## src/rtl/dcache_pkg.sv

```systemverilog
// dcache_pkg: shared types for the D-cache miss handling path.
//    mshr_state_e : MSHR entry life cycle INVALID -> PENDING -> ISSUED -> FILL.
//    message_t    : coherence request carried on the bus (GET_S / GET_M).
//    DC_*         : default geometry used by dcache_mshr_file.
package dcache_pkg;

   localparam int DC_NUM_MSHR = 4;
   localparam int DC_TAG_W    = 10;
   localparam int DC_IDX_W    = 3;
   localparam int DC_WORD_W   = 64;

   typedef enum logic [1:0] {
      MSHR_INVALID = 2'd0,
      MSHR_PENDING = 2'd1,
      MSHR_ISSUED  = 2'd2,
      MSHR_FILL    = 2'd3
   } mshr_state_e;

   typedef enum logic {
      GET_S = 1'b0,
      GET_M = 1'b1
   } message_t;

endpackage

```

## src/rtl/dcache_mshr_ffs.sv

```systemverilog
// dcache_mshr_ffs: find-first-set, lowest index wins.
//    req   in  N   request vector
//    found out 1   at least one bit of req set
//    idx   out W   index of the lowest set bit (0 when none)
module dcache_mshr_ffs #(
   parameter int N = 4,
   parameter int W = $clog2(N)
) (
   input  logic [N-1:0] req,
   output logic         found,
   output logic [W-1:0] idx
);

   always_comb begin
      found = 1'b0;
      idx   = '0;
      for (int unsigned i = 0; i < N; i++) begin
         if (req[i] && !found) begin
            found = 1'b1;
            idx   = W'(i);
         end
      end
   end

endmodule

```

## src/rtl/dcache_mshr_file.sv

```systemverilog
// dcache_mshr_file: multi-entry miss-status holding register file.
// Accepts misses from the D-cache controller, merges misses to a line that
// is already tracked, issues one tagged GET_S/GET_M bus request at a time,
// matches responses by entry id and hands finished lines to the fill port.
//
// Ports
//    clk, rst            clock, asynchronous active-high reset
//    alloc_*             miss allocation (en, st, tag, idx, data) and
//                        ack/merge result (combinational), full_o
//    bus_req_*           registered request (en, id, tag, idx, message),
//                        held until bus_req_ack_i
//    bus_rsp_*           response (vld, id, data)
//    fill_*              lowest-index completed line (vld, tag, idx, data,
//                        dty), consumed by fill_rdy_i
//    stat_*              only with DCACHE_MSHR_STATS_EN: saturating counts
//                        of new misses, merges and refused-alloc cycles
module dcache_mshr_file
   import dcache_pkg::*;
#(
   parameter int NUM_MSHR = DC_NUM_MSHR,
   parameter int TAG_W    = DC_TAG_W,
   parameter int IDX_W    = DC_IDX_W,
   parameter int WORD_W   = DC_WORD_W,
   parameter int ID_W     = $clog2(NUM_MSHR)   // derived, keep default
) (
   input  logic              clk,
   input  logic              rst,
   input  logic              alloc_en_i,
   input  logic              alloc_st_i,
   input  logic [TAG_W-1:0]  alloc_tag_i,
   input  logic [IDX_W-1:0]  alloc_idx_i,
   input  logic [WORD_W-1:0] alloc_data_i,
   output logic              alloc_ack_o,
   output logic              alloc_merge_o,
   output logic              full_o,
   output logic              bus_req_en_o,
   output logic [ID_W-1:0]   bus_req_id_o,
   output logic [TAG_W-1:0]  bus_req_tag_o,
   output logic [IDX_W-1:0]  bus_req_idx_o,
   output message_t          bus_req_message_o,
   input  logic              bus_req_ack_i,
   input  logic              bus_rsp_vld_i,
   input  logic [ID_W-1:0]   bus_rsp_id_i,
   input  logic [WORD_W-1:0] bus_rsp_data_i,
   output logic              fill_vld_o,
   output logic [TAG_W-1:0]  fill_tag_o,
   output logic [IDX_W-1:0]  fill_idx_o,
   output logic [WORD_W-1:0] fill_data_o,
   output logic              fill_dty_o,
`ifdef DCACHE_MSHR_STATS_EN
   output logic [31:0]       stat_miss_cnt_o,
   output logic [31:0]       stat_merge_cnt_o,
   output logic [31:0]       stat_full_cyc_o,
`endif
   input  logic              fill_rdy_i
);

   // Entry layout lives here because field widths follow the module parameters.
   typedef struct packed {
      mshr_state_e       state;
      logic [TAG_W-1:0]  tag;
      logic [IDX_W-1:0]  idx;
      logic              st;
      message_t          msg;
      logic [WORD_W-1:0] data;
   } mshr_entry_t;

   mshr_entry_t ent_q [NUM_MSHR];
   mshr_entry_t ent_d [NUM_MSHR];

   logic              req_vld_q;
   logic [ID_W-1:0]   req_id_q;
   logic [TAG_W-1:0]  req_tag_q;
   logic [IDX_W-1:0]  req_idx_q;
   message_t          req_msg_q;

   logic [NUM_MSHR-1:0] free_vec, pend_vec, fill_vec, match_vec;
   logic                free_any, pend_any, fill_any;
   logic [ID_W-1:0]     free_id, pend_id, fill_id;
   logic                hit, in_flight, ack, merge, req_upgrade;
   logic [ID_W-1:0]     hit_id;

   always_comb begin
      for (int unsigned i = 0; i < NUM_MSHR; i++) begin
         free_vec[i]  = (ent_q[i].state == MSHR_INVALID);
         fill_vec[i]  = (ent_q[i].state == MSHR_FILL);
         match_vec[i] = !free_vec[i] && (ent_q[i].tag == alloc_tag_i)
                        && (ent_q[i].idx == alloc_idx_i);
      end
   end

   // Pending search runs on next state so a fresh allocation can issue at once.
   always_comb begin
      for (int unsigned i = 0; i < NUM_MSHR; i++)
         pend_vec[i] = (ent_d[i].state == MSHR_PENDING);
   end

   dcache_mshr_ffs #(.N(NUM_MSHR), .W(ID_W)) u_ffs_free (
      .req(free_vec), .found(free_any), .idx(free_id));
   dcache_mshr_ffs #(.N(NUM_MSHR), .W(ID_W)) u_ffs_pend (
      .req(pend_vec), .found(pend_any), .idx(pend_id));
   dcache_mshr_ffs #(.N(NUM_MSHR), .W(ID_W)) u_ffs_fill (
      .req(fill_vec), .found(fill_any), .idx(fill_id));

   always_comb begin
      hit    = 1'b0;
      hit_id = '0;
      for (int unsigned i = 0; i < NUM_MSHR; i++) begin
         if (match_vec[i]) begin
            hit    = 1'b1;
            hit_id = ID_W'(i);
         end
      end
      in_flight   = req_vld_q && (req_id_q == hit_id);
      ack         = 1'b0;
      merge       = 1'b0;
      req_upgrade = 1'b0;

      if (alloc_en_i) begin
         if (hit) begin
            case (ent_q[hit_id].state)
               MSHR_PENDING: begin
                  // A GET_S leaving this very cycle cannot carry the store.
                  if (!(alloc_st_i && in_flight && bus_req_ack_i && req_msg_q == GET_S)) begin
                     ack         = 1'b1;
                     merge       = 1'b1;
                     req_upgrade = alloc_st_i && in_flight && !bus_req_ack_i;
                  end
               end
               MSHR_ISSUED: begin
                  if (!alloc_st_i || ent_q[hit_id].msg == GET_M) begin
                     ack   = 1'b1;
                     merge = 1'b1;
                  end
               end
               default: ;
            endcase
         end else if (free_any) begin
            ack = 1'b1;
         end
      end

      for (int unsigned i = 0; i < NUM_MSHR; i++)
         ent_d[i] = ent_q[i];
      if (req_vld_q && bus_req_ack_i)
         ent_d[req_id_q].state = MSHR_ISSUED;
      if (bus_rsp_vld_i && ent_q[bus_rsp_id_i].state == MSHR_ISSUED) begin
         ent_d[bus_rsp_id_i].state = MSHR_FILL;
         if (!ent_q[bus_rsp_id_i].st)
            ent_d[bus_rsp_id_i].data = bus_rsp_data_i;
      end
      if (fill_any && fill_rdy_i)
         ent_d[fill_id].state = MSHR_INVALID;
      if (ack && merge && alloc_st_i) begin
         ent_d[hit_id].st   = 1'b1;
         ent_d[hit_id].msg  = GET_M;
         ent_d[hit_id].data = alloc_data_i;
      end
      if (ack && !merge) begin
         ent_d[free_id] = '{state: MSHR_PENDING, tag: alloc_tag_i, idx: alloc_idx_i,
                            st: alloc_st_i, msg: (alloc_st_i ? GET_M : GET_S),
                            data: (alloc_st_i ? alloc_data_i : '0)};
      end
   end

   always_ff @(posedge clk or posedge rst) begin
      if (rst) begin
         for (int unsigned i = 0; i < NUM_MSHR; i++)
            ent_q[i] <= '0;
         req_vld_q <= 1'b0;
         req_id_q  <= '0;
         req_tag_q <= '0;
         req_idx_q <= '0;
         req_msg_q <= GET_S;
      end else begin
         for (int unsigned i = 0; i < NUM_MSHR; i++)
            ent_q[i] <= ent_d[i];
         if (!req_vld_q || bus_req_ack_i) begin
            req_vld_q <= pend_any;
            if (pend_any) begin
               req_id_q  <= pend_id;
               req_tag_q <= ent_d[pend_id].tag;
               req_idx_q <= ent_d[pend_id].idx;
               req_msg_q <= ent_d[pend_id].msg;
            end
         end else if (req_upgrade) begin
            req_msg_q <= GET_M;
         end
      end
   end

   assign alloc_ack_o       = ack;
   assign alloc_merge_o     = merge;
   assign full_o            = !free_any;
   assign bus_req_en_o      = req_vld_q;
   assign bus_req_id_o      = req_id_q;
   assign bus_req_tag_o     = req_tag_q;
   assign bus_req_idx_o     = req_idx_q;
   assign bus_req_message_o = req_msg_q;
   assign fill_vld_o        = fill_any;
   assign fill_tag_o        = ent_q[fill_id].tag;
   assign fill_idx_o        = ent_q[fill_id].idx;
   assign fill_data_o       = ent_q[fill_id].data;
   assign fill_dty_o        = ent_q[fill_id].st;

`ifdef DCACHE_MSHR_STATS_EN
   logic [31:0] miss_cnt_q, merge_cnt_q, full_cyc_q;

   always_ff @(posedge clk or posedge rst) begin
      if (rst) begin
         miss_cnt_q  <= '0;
         merge_cnt_q <= '0;
         full_cyc_q  <= '0;
      end else begin
         if (ack && !merge && miss_cnt_q != '1)
            miss_cnt_q <= miss_cnt_q + 32'd1;
         if (merge && merge_cnt_q != '1)
            merge_cnt_q <= merge_cnt_q + 32'd1;
         if (alloc_en_i && !ack && full_cyc_q != '1)
            full_cyc_q <= full_cyc_q + 32'd1;
      end
   end

   assign stat_miss_cnt_o  = miss_cnt_q;
   assign stat_merge_cnt_o = merge_cnt_q;
   assign stat_full_cyc_o  = full_cyc_q;
`endif

endmodule

```

## config.mk

```make
export PLATFORM = sky130hd
export DESIGN_NAME = dcache_mshr_file
export DESIGN_NICKNAME = d
export VERILOG_FILES = /design/src/rtl/dcache_pkg.sv /design/src/rtl/dcache_mshr_ffs.sv /design/src/rtl/dcache_mshr_file.sv
export SDC_FILE = /design/constraint.sdc
export NUM_CORES = 1
export LEC_CHECK = 0
export ABC_CLOCK_PERIOD_IN_PS = 11900
export CAP_MARGIN = 20
export CORE_ASPECT_RATIO = 1.4
export CORE_UTILIZATION = 45
export CTS_BUF_LIST = sky130_fd_sc_hd__clkbuf_4
export DETAILED_ROUTE_END_ITERATION = 10
export PLACE_DENSITY = 0.75
export SYNTH_ARGS = -nofsm -noshare
export SYNTH_HDL_FRONTEND = slang
export SYNTH_SLANG_ARGS = --single-unit
```

## constraint.sdc

```tcl
create_clock -name clk -period 11.9 [get_ports clk]
set_input_delay 1.19 -clock clk [delete_from_list [all_inputs] [get_ports clk]]
set_output_delay 1.19 -clock clk [all_outputs]
set_load 0.02 [all_outputs]
```

==> Word-level counts from Yosys, hierarchy flattened <==
Index checks and enable logic that the tools add are counted.
{ "classes": {"n_lt_le_gt_ge": 11, "n_eq_ne": 21, "muxes": 87, "bitwise_logic": 7, "reduce_logical": 60} }
{ "op_table": {"columns": ["op", "n"], "rows": [
  ["$bwmux W324", 8],
  ["$mux W324", 6],
  ["$demux W81 S2", 8],
  ["$bmux W81 S2", 4],
  ["$mux W81", 8],
  ["$mux W79", 4],
  ["$mux W64", 3],
  ["$mux W66", 1],
  ["$mux W65", 1],
  ["$eq A10 B10 Y1", 4],
  ["$mux W1", 35],
  ["$logic_and A1 B1 Y1", 33],
  ["$ge A3 B3 Y1 const B", 6],
  ["$logic_not A1 Y1", 18],
  ["$not A2 Y3", 6],
  ["$mux W2", 8],
  ["$lt A3 B1 Y1 const B", 5],
  ["$eq A2 B2 Y1 const B", 6],
  ["$eq A3 B3 Y1", 4],
  ["$eq A2 B1 Y1 const B", 5],
  ["$logic_not A2 Y1", 4],
  ["$reduce_and A2 Y1", 2],
  ["$eq A2 B2 Y1", 1],
  ["$logic_or A1 B1 Y1", 2],
  ["other kinds (4)", 4]
]} }
{ "word_totals": {"ff_bits": 341, "out_inout_bits": 99, "word_cells": 215} }

==> Longest topological paths before layout <==
Gate-level depths: netlist of run 1.
{ "logic_depth": {"word_depth": 41, "depth_mapped": 19, "mapped_depth_nobuf": 14} }

==> Hierarchy <==
Synthesis of run 1 repeated with hierarchy kept, for this count alone.
{ "hier_totals": {"hier_cells": 1557, "hier_area_um2": 18908.1} }
{ "by_module_without_submodules": {"columns": ["mod", "n_inst", "cells_each", "area_per_inst_um2"], "rows": [
  ["dcache_mshr_file", 1, 1536, 18803.0],
  ["dcache_mshr_ffs", 3, 7, 35.0]
]} }

==> Worst setup path after synthesis of run 1 <==
OpenSTA, ideal clock, no wires.
{ "synth_path": {"path_kind": "input -> output", "from": "input port alloc_idx_i[1]", "to": "output port alloc_ack_o", "arrival_time_ps": 3513, "required_time_ps": 10710, "path_slack_ps": 7197, "stages": 14, "cell_sequence": "buf_2 -> xor2_1 -> nor4_1 -> nand4_1 -> clkbuf_1 -> nor2_1 -> a21oi_1 -> mux2_2 -> inv_1 -> ha_1 -> o21ai_0 -> a21oi_1 -> a21oi_1 -> nor2_1"} }
{ "synth_via": {"elab_chain_cells": 14, "elab_cells_between_ends": 32, "cone_classes": "eq/ne (7); mux (15); bitwise (1); reduce/logical (9)"} }
{ "synth_rtl": {"columns": ["element", "line", "text"], "rows": [
  ["start, declared", "dcache_mshr_file.sv:31", "input logic [IDX_W-1:0] alloc_idx_i,"],
  ["$eq A3 B3 Y1", "dcache_mshr_file.sv:88", "&& (ent_q[i].idx == alloc_idx_i);"],
  ["$logic_and A1 B1 Y1", "dcache_mshr_file.sv:88", null],
  ["$mux W1", "dcache_mshr_file.sv:109", "if (match_vec[i]) begin"],
  ["$mux W2 (2 in a row)", "dcache_mshr_file.sv:109", null],
  ["$not A2 Y3 (implied by the code) or $eq A2 B2 Y1 (tied branches)", "dcache_mshr_file.sv:121, dcache_mshr_file.sv:131, dcache_mshr_file.sv:114", null],
  ["$bmux W81 S2 or $logic_and A1 B1 Y1 (tied branches)", "dcache_mshr_file.sv:121, dcache_mshr_file.sv:131, dcache_mshr_file.sv:114", null],
  ["$mux W81 (implied by the code) or $logic_and A1 B1 Y1 (tied branches) (2 in a row)", "dcache_mshr_file.sv:131, dcache_mshr_file.sv:124", null],
  ["$logic_or A1 B1 Y1 or $logic_and A1 B1 Y1 (tied branches)", "dcache_mshr_file.sv:131, dcache_mshr_file.sv:124", null],
  ["$mux W1, on equally long branches", "dcache_mshr_file.sv:131, dcache_mshr_file.sv:124", null],
  ["$pmux W1 S2", "dcache_mshr_file.sv:121", "case (ent_q[hit_id].state)"],
  ["$mux W1 (*)", "dcache_mshr_file.sv:120", "if (hit) begin"],
  ["$mux W1 (*)", "dcache_mshr_file.sv:119", "if (alloc_en_i) begin"],
  ["end, declared", "dcache_mshr_file.sv:33", "output logic alloc_ack_o,"]
]} }
Mark *: on every way between the ends. The rest lies on a longest branch, timed or not. The select of a mux whose other input is x is not followed.

==> Final worst setup path of run 1 <==
{ "layout_path": {"from": "register ent_q[323] in the netlist's numbering", "to": "output port fill_data_o[21]"} }
{ "layout_via": {"elab_chain_cells": 15, "elab_cells_between_ends": 17, "cone_classes": "eq/ne (1); mux (9); bitwise (1); reduce/logical (6)"} }
{ "layout_rtl": {"columns": ["element", "line", "text"], "rows": [
  ["start, declared", "dcache_mshr_file.sv:68", "mshr_entry_t ent_q [NUM_MSHR];"],
  ["start signal, assigned by index", "dcache_mshr_file.sv:177", "ent_q[i] <= ent_d[i];"],
  ["$eq A2 B2 Y1 (*)", "dcache_mshr_file.sv:86", "fill_vec[i] = (ent_q[i].state == MSHR_FILL);"],
  ["$mux W1 (*)", "dcache_mshr_ffs.sv:18", "if (req[i] && !found) begin"],
  ["$logic_not A1 Y1", "dcache_mshr_ffs.sv:18", null],
  ["$logic_and A1 B1 Y1", "dcache_mshr_ffs.sv:18", null],
  ["$mux W1", "dcache_mshr_ffs.sv:18", null],
  ["$logic_not A1 Y1", "dcache_mshr_ffs.sv:18", null],
  ["$logic_and A1 B1 Y1", "dcache_mshr_ffs.sv:18", null],
  ["$mux W1", "dcache_mshr_ffs.sv:18", null],
  ["$logic_not A1 Y1", "dcache_mshr_ffs.sv:18", null],
  ["$logic_and A1 B1 Y1", "dcache_mshr_ffs.sv:18", null],
  ["$mux W2 (*)", "dcache_mshr_ffs.sv:18", null],
  ["$not A2 Y3 (implied by the code) (*)", "dcache_mshr_file.sv:203", "assign fill_data_o = ent_q[fill_id].data;"],
  ["$bmux W81 S2 (*)", "dcache_mshr_file.sv:203", null],
  ["$mux W79 (*) (2 in a row)", null, null],
  ["end, declared", "dcache_mshr_file.sv:48", "output logic [WORD_W-1:0] fill_data_o,"]
]} }
Marked as above.

==> metrics.md, run 1 <==
| Metric | Value |
|---|---|
| Status | finished clean |
| DP Worst Slack | 5.23 ns |
| Antenna violations before repair | 11 |
| Placer Congestion | 1.11 |
| Switching Fraction | 43.5% |
| Gates resized, CTS repair | 0 |
| Compound-cell area share of the yosys netlist | 14.0% |
| Critical path peak fanout | 36 |
| Overall power | 6.66 mW |
| Die ar. | 43600 sq um |
| Synthesized area | 19300 sq um |
| Finished Core Util | 54.9% |
| Fin. max-slew vios | 0 |
| Chip width | 177 um |
| CP arrival | 5.23 ns |
| Layout Cell Area excl Fill | 23200 sq um |
| Clock network fraction of total power | 16.5% |
| Layout cells sized above 1 | 13.2% |
| Setup WS post-layout | 5.48 ns |
| Avg Inst Size Synth | 10.2 sq um |
| NumNets Final | 2240 |
| Synth Area in Adders | 0.130% |
| Commonest non-fill, non-tap cell in the layout | mux2i_1 |
| H-Tree Depth | 3 |
| Synth Flop Type | dfrtp_1 |
| Cells after DPL | 2538 |
| Fillers | 3774 |
| Hold Fails Final Rpt | 0 |
| Root Driver | clkbuf_4 |
| Routed vias/inst | 6.20 |
| Critical Path Start Type | flop |
| Synth Net Count | 2047 |
| Clk sinks | 341 |
| Critical path type | reg -> out |
| Clk slew on worst S/H paths | 0.06 ns |
| Initial Util | 45.6% |
| HP Class | reg -> reg |
| WL/cell | 23.2 um |
| Post-detail-place hpwl | 37500 um |
| Max cap viols | 0 |
| Netlist cell types | 59 |
| Slew @ Worst Pin | 1.11 ns |
| Xor/xnor share of the synthesized area | 2.41% |
| Grt ovf | 0 |
| Fin cells | 2711 |
| Sw power | 2.90 mW |
| WL final | 63000 um |
| Worst-Skew Late Latency | 0.82 ns |
| Seq/Total Area, Yosys | 44.3% |
| I/O pins | 249 |
| Setup violations, final | 0 |
| Simple logic cell fraction of the synthesized area | 10.9% |
| Comb power frac | 52.4% |
| Register share of total power | 31.2% |
| Vias in the first global route | 17500 |
| DR vias | 16800 |
| Synth Instances | 1895 |
| Critical-path top delay cell | buf_4 |
| Period utilization | 54.0% |
| Final ANT Viol Nets | 0 |
| #FFs+latches synth | 341 |
| Int Power | 3.76 mW |
| Yosys synthesis warning count | 0 |
| Residual DRC | 0 |
| CP peak stage delay | 0.75 ns |
| Most frequent cells in the layout | mux2i_1, dfrtp_1, nand3_1 |
| DP Area | 21900 sq um |
| Rows | 89 |
| Total track usage | 28.7% |
| Crit path time final | 6.42 ns |
| Setup Skew | 0.0637 ns |
| Max clock buf depth | 3 |
| RSZ-0062 raised after global routing | no |
| First-pass GRT wire length | 96800 um |
| Fmax | 156 MHz |
| Maximum number of pins on one net before global-route repair | 125 |
| Setup TNS Final | 0 ns |
| Multiplexer share of the synthesized area | 23.7% |
| Setup Buffers After CTS | 0 |
| Worst Path Required | 10.71 ns |
| Input/output buffers | 248 |
| Post-synth EDFFs | 0 |
| Maximum VDD drop | 256 uV |
| Worst Setup End Kind | output port |
| Cell Pwr Density | 287 nW/um^2 |
| Async S/R FF share, synth | 100% |
| Router iterations before antenna repair | 6 |
| CTS tree | built |
| Crit-path cells | nand2_1 > nand2_1 > nor3b_2 > a31oi_4 > buf_4 > buf_4 > mux2i_1 > o21ai_0 > clkdlybuf4s50_1 |
| Area Growth Syn to Fin | 20.3% |
| WHS | 0.513 ns |
| CORE AREA | 42200 sq um |
| 1st-iter DRT viols | 1369 |
| Hold buffer count at cts | 0 |
| Die Span Y | 247 um |
| Largest family of logic cells by synthesized area | multiplexers |
| CTS Buf Count | 92 |
| Max-slew headroom | 26.1% |
| Leakage | 10.1 nW |
[metal layers]
layer,vias to the layer above,wire [um],GRT usage [%]
met5,-,76,0
met4,12,3160,16.4
met3,213,4720,6.55
met2,783,31200,48.9
met1,8337,23800,32.8
li1,7454,-,-
[layout make-up]
cell class | count | area [sq um] | area share, %
Multi-Input combinational cell | 1369 | 9950 | 43.0
Sequential cell | 341 | 8530 | 36.8
Timing Repair Buffer | 275 | 2730 | 11.8
Clock buffer | 134 | 1010 | 4.34
Tap cell | 546 | 683 | 2.95
Clock inverter | 30 | 208 | 0.897
Inverter | 9 | 41.3 | 0.178
Antenna cell | 7 | 17.5 | 0.0756
[critical path: cells and delay by family (launching register included)]
family          cells  cell delay (ns)
simple gates        3             0.59
mux                 1             0.17
flops               1             0.58
compound gates      2             0.98
buf+inv             3             2.13
[power by group through the flow]
stage / clock network (mW) / registers [mW] / logic [mW]
2_1_floorplan: 0 / 2.00 / 2.21
3_3_place_gp: 0 / 2.05 / 3.38
3_5_place_dp: 0 / 2.08 / 3.45
4_1_cts: 1.12 / 2.07 / 3.47
5_1_grt: 1.18 / 2.13 / 3.73
6_report: 1.10 / 2.08 / 3.49
[synth_stat cells (all sizes together) (2+ instances only)]
cell	number	share of area [%]
inv	9	0.18
nor2	31	0.60
nand3	262	6.9
buf	81	2.5
o22ai	3	0.097
nor4	20	0.75
or4	2	0.097
a21oi	14	0.36
nor3	6	0.16
or2	4	0.14
o21ai	346	9.1
o21a	4	0.16
clkbuf	95	1.9
a41oi	3	0.18
or3	4	0.16
nand4	18	0.65
o31a	2	0.091
o211ai	2	0.078
mux2i	379	20
mux2	67	3.9
dfrtp	341	44
nand2b	4	0.13
a22oi	79	3.1
a211oi	3	0.18
a31oi	5	0.27
nand2	27	0.53
nand4b	3	0.14
ha	2	0.13
nor2b	4	0.13
o31ai	4	0.18
xor2	39	1.8
xnor2	14	0.64
nor3b	2	0.078
and3	4	0.13
and2	5	0.16
[state kept, by name, summed over array words and instances (netlist names)]
signal	count
ent_q	324
bus_req_tag_o	10
bus_req_idx_o	3
bus_req_id_o	2
bus_req_en_o	1
bus_req_message_o	1
[worst paths after layout]
kind,startpoint,end,slack [ns],cells past startpoint
max in group asynchronous,rst,ent_q[266],9.31,3
min in group asynchronous,rst,ent_q[38],1.01,2
setup / recovery,ent_q[323],fill_data_o[21],5.48,9
hold / removal,bus_req_tag_o[3],bus_req_tag_o[3],0.51,1
setup reg to reg,ent_q[156],ent_q[121],6.57,14
hold reg to reg,bus_req_tag_o[3],bus_req_tag_o[3],0.51,1
[cells by family (layout without fill, tap and decap cells)]
family	count (synthesis)	count (layout)
xor+xnor	53	53
fa+ha+maj	2	2
mux	446	446
simple gates	397	397
other cells	0	7
flops	341	341
compound gates	471	471
buf+inv	185	448
(Power assumes the default switching activity.)
==> run 2: changes to the inputs <==
--- a/config.mk
+++ b/config.mk
@@ -5,13 +5,13 @@
 export SDC_FILE = /design/constraint.sdc
 export NUM_CORES = 1
 export LEC_CHECK = 0
-export ABC_CLOCK_PERIOD_IN_PS = 11900
+export ABC_CLOCK_PERIOD_IN_PS = 5900
 export CAP_MARGIN = 20
 export CORE_ASPECT_RATIO = 1.4
 export CORE_UTILIZATION = 45
 export CTS_BUF_LIST = sky130_fd_sc_hd__clkbuf_4
 export DETAILED_ROUTE_END_ITERATION = 10
-export PLACE_DENSITY = 0.75
+export PLACE_DENSITY = 0.78
 export SYNTH_ARGS = -nofsm -noshare
 export SYNTH_HDL_FRONTEND = slang
 export SYNTH_SLANG_ARGS = --single-unit
==> constraint.sdc (replaced) <==
create_clock -name clk -period 5.9 [get_ports clk]
set_input_delay 0.59 -clock clk [delete_from_list [all_inputs] [get_ports clk]]
set_output_delay 0.59 -clock clk [all_outputs]
set_load 0.02 [all_outputs]
==> metrics.md, run 2 (synthesis results as in run 1) <==
| Metric | Value |
|---|---|
| Setup Skew | 0.0705 ns |
| Root Driver | clkbuf_4 |
| Layout cells sized above 1 | 13.0% |
| Commonest non-fill, non-tap cell in the layout | mux2i_1 |
| WL final | 62100 um |
| Max cap viols | 0 |
| Slew @ Worst Pin | 1.21 ns |
| Hold Fails Final Rpt | 0 |
| Leakage | 10.1 nW |
| Rows | 89 |
| DP Worst Slack | 0.581 ns |
| Die ar. | 43600 sq um |
| Total track usage | 28.3% |
| Chip width | 177 um |
| First-pass GRT wire length | 95800 um |
| CORE AREA | 42200 sq um |
| Fmax | 192 MHz |
| RSZ-0062 raised after global routing | no |
| WL/cell | 23.0 um |
| NumNets Final | 2243 |
| Post-detail-place hpwl | 38300 um |
| Crit path time final | 5.22 ns |
| 1st-iter DRT viols | 1261 |
| Area Growth Syn to Fin | 20.3% |
| Residual DRC | 0 |
| Overall power | 13.3 mW |
| Worst Path Required | 5.31 ns |
| Reg2Reg Setup Slack | 1.33 ns |
| Worst-Skew Late Latency | 0.80 ns |
| Gates resized, CTS repair | 0 |
| CTS tree | built |
| Most frequent cells in the layout | mux2i_1, dfrtp_1, nand3_1 |
| Final ANT Viol Nets | 0 |
| H-Tree Depth | 3 |
| CP arrival | 4.63 ns |
| Top reg by flops | ent_q |
| Fin. max-slew vios | 0 |
| DR vias | 16800 |
| Placer Congestion | 0.982 |
| Worst Setup End Kind | output port |
| Maximum number of pins on one net before global-route repair | 187 |
| Hold buffer count at cts | 0 |
| HP Class | in -> async |
| Clk sinks | 341 |
| I/O pins | 249 |
| Finished Core Util | 54.9% |
| Max clock buf depth | 3 |
| Input/output buffers | 248 |
| Critical path peak fanout | 12 |
| Number of flip-flops in the largest register | 324 |
| Die Span Y | 247 um |
| Grt ovf | 0 |
| Setup violations, final | 0 |
| Antenna violations before repair | 11 |
| Initial Util | 45.6% |
| Vias in the first global route | 17600 |
| Critical Path Start Type | input port |
| CTS Buf Count | 88 |
| Setup WS post-layout | 0.680 ns |
| Router iterations before antenna repair | 6 |
| Maximum VDD drop | 438 uV |
| Period utilization | 88.5% |
| Routed vias/inst | 6.23 |
| Critical path type | in -> out |
| Status | finished clean |
| WHS | 0.214 ns |
| Setup TNS Final | 0 ns |
| Max-slew headroom | 19.2% |
| Cell Pwr Density | 573 nW/um^2 |
| Clk slew on worst S/H paths | 0.07 ns |
| Setup Buffers After CTS | 0 |
[run 2: cell count changes in the layout (fill, tap and decap cells not counted)]
cell	previous run	this run
clkbuf_4	134	127
buf_4	25	21
diode_2	7	9
inv_6	0	1
clkinv_2	6	1
clkinv_1	18	10
inv_2	1	3
bufinv_16	3	0
inv_8	1	0
clkinvlp_4	1	3
buf_16	2	0
buf_12	0	13
[run 2: layout make-up]
type | count | area [sq um]
diodes | 9 | 22.5
clock inverters | 18 | 86.3
clock buffers | 127 | 953
inverters | 9 | 37.5
flip-flops and latches | 341 | 8530
multi-input cells | 1369 | 9950
repair buffers | 282 | 2900
well taps | 546 | 683
fillers | 3661 | 19000
[run 2: worst paths after layout]
path                                       start                to  cells after the start
worst max register to register        ent_q[156]          ent_q[1]                     15
min in group clk                alloc_data_i[31]        ent_q[193]                      3
max in group asynchronous                    rst        ent_q[143]                      3
worst min register to register  bus_req_tag_o[4]  bus_req_tag_o[4]                      1
worst max-delay path              alloc_tag_i[6]       alloc_ack_o                     14
worst min-delay path                         rst        ent_q[257]                      2
[run 2: critical path: stages]
cell and delay [ns]:
clkdlybuf4s50_1 0.57, xor2_1 0.26, nor4_1 0.55, nand4_1 0.52, nor2_1 0.21, a21oi_1 0.05
mux2_2 0.30, inv_1 0.07, ha_1 0.21, o21ai_0 0.11, a21oi_1 0.26, a21oi_1 0.11
nor2_1 0.18, clkdlybuf4s50_1 0.64
[run 2: stage by stage]
stage                     cell area, sq um  instances
after CTS                            23100       2692
after global routing                 23200       2700
after floorplan                      19300       1895
after global placement               22100       2546
after detailed placement             22100       2547
final                                23200       2701
[run 2: routing by layer]
| metal | vias to the layer above | global-route usage, % | wire length [um] |
|---|---|---|---|
| met1 | 8342 | 32.7 | 23100 |
| met4 | 4 | 16.7 | 2900 |
| li1 | 7443 | - | - |
| met5 | - | 0 | 26 |
| met3 | 205 | 6.40 | 5010 |
| met2 | 831 | 47.7 | 31100 |
[run 2: where the power goes]
group / internal (mW) / total (mW) / switching (mW) / leakage, nW
Sequential: 3.44 / 4.19 / 0.751 / 4.24
Combinational: 3.05 / 7.11 / 4.06 / 5.19
Clock: 0.981 / 1.98 / 0.996 / 0.626
Total: 7.47 / 13.3 / 5.81 / 10.1
==> run 3: changes to the inputs <==
--- a/config.mk
+++ b/config.mk
@@ -11,7 +11,9 @@
 export CORE_UTILIZATION = 45
 export CTS_BUF_LIST = sky130_fd_sc_hd__clkbuf_4
 export DETAILED_ROUTE_END_ITERATION = 10
-export PLACE_DENSITY = 0.78
+export DONT_BUFFER_PORTS = 1
+export PLACE_DENSITY = 0.7
+export RECOVER_POWER = 100
 export SYNTH_ARGS = -nofsm -noshare
 export SYNTH_HDL_FRONTEND = slang
 export SYNTH_SLANG_ARGS = --single-unit
==> metrics.md, run 3 (synthesis results as in run 1) <==
| Metric | Value |
|---|---|
| Status | finished with violations |
| Failing checks | max-capacitance violations, max-slew violations |
| Hold Path End | ent_q[58] |
| Post-detail-place hpwl | 37500 um |
| Layout Cell Area excl Fill | 22700 sq um |
| Top reg by flops | ent_q |
| Period utilization | 90.2% |
| Antenna violations before repair | 4 |
| Hold Path Stages | 2 |
| Max clock buf depth | 3 |
| Die ar. | 43600 sq um |
| DP Area | 19600 sq um |
| H-Tree Depth | 3 |
| Fillers | 3673 |
| Setup violations, final | 0 |
| Fin cells | 2663 |
| Worst Setup End Kind | output port |
| HP Class | in -> reg |
| Critical path type | reg -> out |
| CTS Buf Count | 88 |
| R2R depth | 17 |
| DP Worst Slack | 1.19 ns |
| CP peak stage delay | 0.89 ns |
| HP Start | bus_rsp_data_i[58] |
| Grt ovf | 0 |
| Final ANT Viol Nets | 0 |
| Total track usage | 29.1% |
| Initial Util | 45.6% |
| Setup TNS Final | 0 ns |
| Gates resized, CTS repair | 0 |
| CP arrival | 4.73 ns |
| DR vias | 16900 |
| Hold buffer count at cts | 208 |
| Max cap viols | 4 |
| Worst-Skew Late Latency | 0.80 ns |
| CORE AREA | 42200 sq um |
| Cells after DPL | 2299 |
| WL/cell | 24.3 um |
| Router iterations before antenna repair | 6 |
| Maximum VDD drop | 590 uV |
| I/O pins | 249 |
| Setup Buffers After CTS | 0 |
| Die Span Y | 247 um |
| Crit path max-delay family | simple AND/OR/NAND/NOR gates |
| Root Driver | clkbuf_4 |
| Fin. max-slew vios | 196 |
| Layout cells sized above 1 | 11.4% |
| Area of the multi-input gates | 9900 sq um |
| Residual DRC | 0 |
| Critical-path top delay cell | o21ai_0 |
| Rows | 89 |
| Reg area | 8530 sq um |
| Commonest non-fill, non-tap cell in the layout | mux2i_1 |
| Vias in the first global route | 17700 |
| Number of flip-flops in the largest register | 324 |
| Cell Pwr Density | 553 nW/um^2 |
| Worst Path Buf+Inv | 1 |
| WHS | 0.0551 ns |
| CTS tree | built |
| R2r endpoint | ent_q[119] |
| WL final | 64600 um |
| Critical Path Start Type | flop |
| Maximum number of pins on one net before global-route repair | 171 |
| Hold Fails Final Rpt | 0 |
| Chip width | 177 um |
| Routed vias/inst | 6.35 |
| Reg2Reg Setup Slack | 0.62 ns |
| Top cell by count, worst path | nand2_1 |
| First-pass GRT wire length | 98100 um |
| RSZ-0062 raised after global routing | no |
| NumNets Final | 2203 |
| Leakage | 10.0 nW |
| Placer Congestion | 0.980 |
| Clk sinks | 341 |
| Area Growth Syn to Fin | 17.8% |
| Max-slew headroom | -78.2% |
| Input/output buffers | 0 |
| Most frequent cells in the layout | mux2i_1, dfrtp_1, o21ai_0 |
| 1st-iter DRT viols | 1374 |
| Setup WS post-layout | 0.577 ns |
| Overall power | 12.5 mW |
| Setup Skew | 0.0535 ns |
| FF-to-FF Start | ent_q[156] |
| Worst Path Required | 5.31 ns |
| Fmax | 188 MHz |
| Crit-path cells | nand2_1 > nand2_1 > nor3b_2 > a31oi_1 > clkbuf_2 > mux2i_1 > o21ai_0 |
| Finished Core Util | 53.7% |
| Critical path peak fanout | 35 |
| Slew @ Worst Pin | 2.67 ns |
| Crit path time final | 5.32 ns |
| Clk slew on worst S/H paths | 0.07 ns |
[run 3: cell count changes in the layout (fill, tap and decap cells not counted), sizes merged]
| cell | delta |
|---|---|
| buf | -11 |
| dlygate4sd3 | +208 |
| clkbuf | +12 |
| diode | -4 |
| clkdlybuf4s50 | -248 |
| clkinvlp | -1 |
| inv | -2 |
| bufinv | +2 |
| clkinv | +6 |
[run 3: layout make-up]
type | count | share of cell area, %
multi-input cells | 1369 | 43.7
flip-flops and latches | 341 | 37.6
repair buffers | 242 | 10.6
clock buffers | 128 | 4.24
well taps | 546 | 3.01
clock inverters | 23 | 0.684
inverters | 9 | 0.154
diodes | 5 | 0.0552
[run 3: worst max-delay path by stage]
stage | from | end | slack, ns | depth (start not counted)
final | ent_q[323] | fill_data_o[52] | 0.58 | 7
after global routing | ent_q[156] | ent_q[127] | 0.29 | 17
after CTS | ent_q[75] | ent_q[119] | 0.85 | 14
after detailed placement | alloc_tag_i[6] | ent_q[99] | 1.19 | 13
after global placement | alloc_tag_i[6] | ent_q[99] | 1.21 | 16
after floorplan | rst | bus_req_en_o | 0.75 | 1
[run 3: worst register-to-register path: stages, from the launching register on]
cell,delay [ns]
dfrtp_1,0.40
xor2_1,0.20
nor4_1,0.62
nand4_1,0.15
clkbuf_1,0.34
nor2_1,0.19
a21oi_1,0.06
mux2_2,0.31
ha_1,0.31
nor3_1,0.30
o2111ai_1,0.16
a21oi_1,0.30
o31a_1,0.21
or2_4,0.48
buf_4,0.37
nand3_1,0.11
o21ai_0,0.13
dlygate4sd3_1,0.58
[run 3: layer usage]
metal  global-route usage, %  share of wire (%)  up-vias
met4                    17.7                5.4        0
met3                    6.90                8.4      238
met5                       0                  0        -
met1                    32.3                 37     8419
met2                    50.2                 49      874
li1                        -                  -     7392
[run 3: report_power, final]
group	switching, mW	leakage (nW)	internal (mW)
Sequential	0.839	4.24	3.44
Clock	1.00	0.668	1.08
Combinational	3.88	5.10	2.28
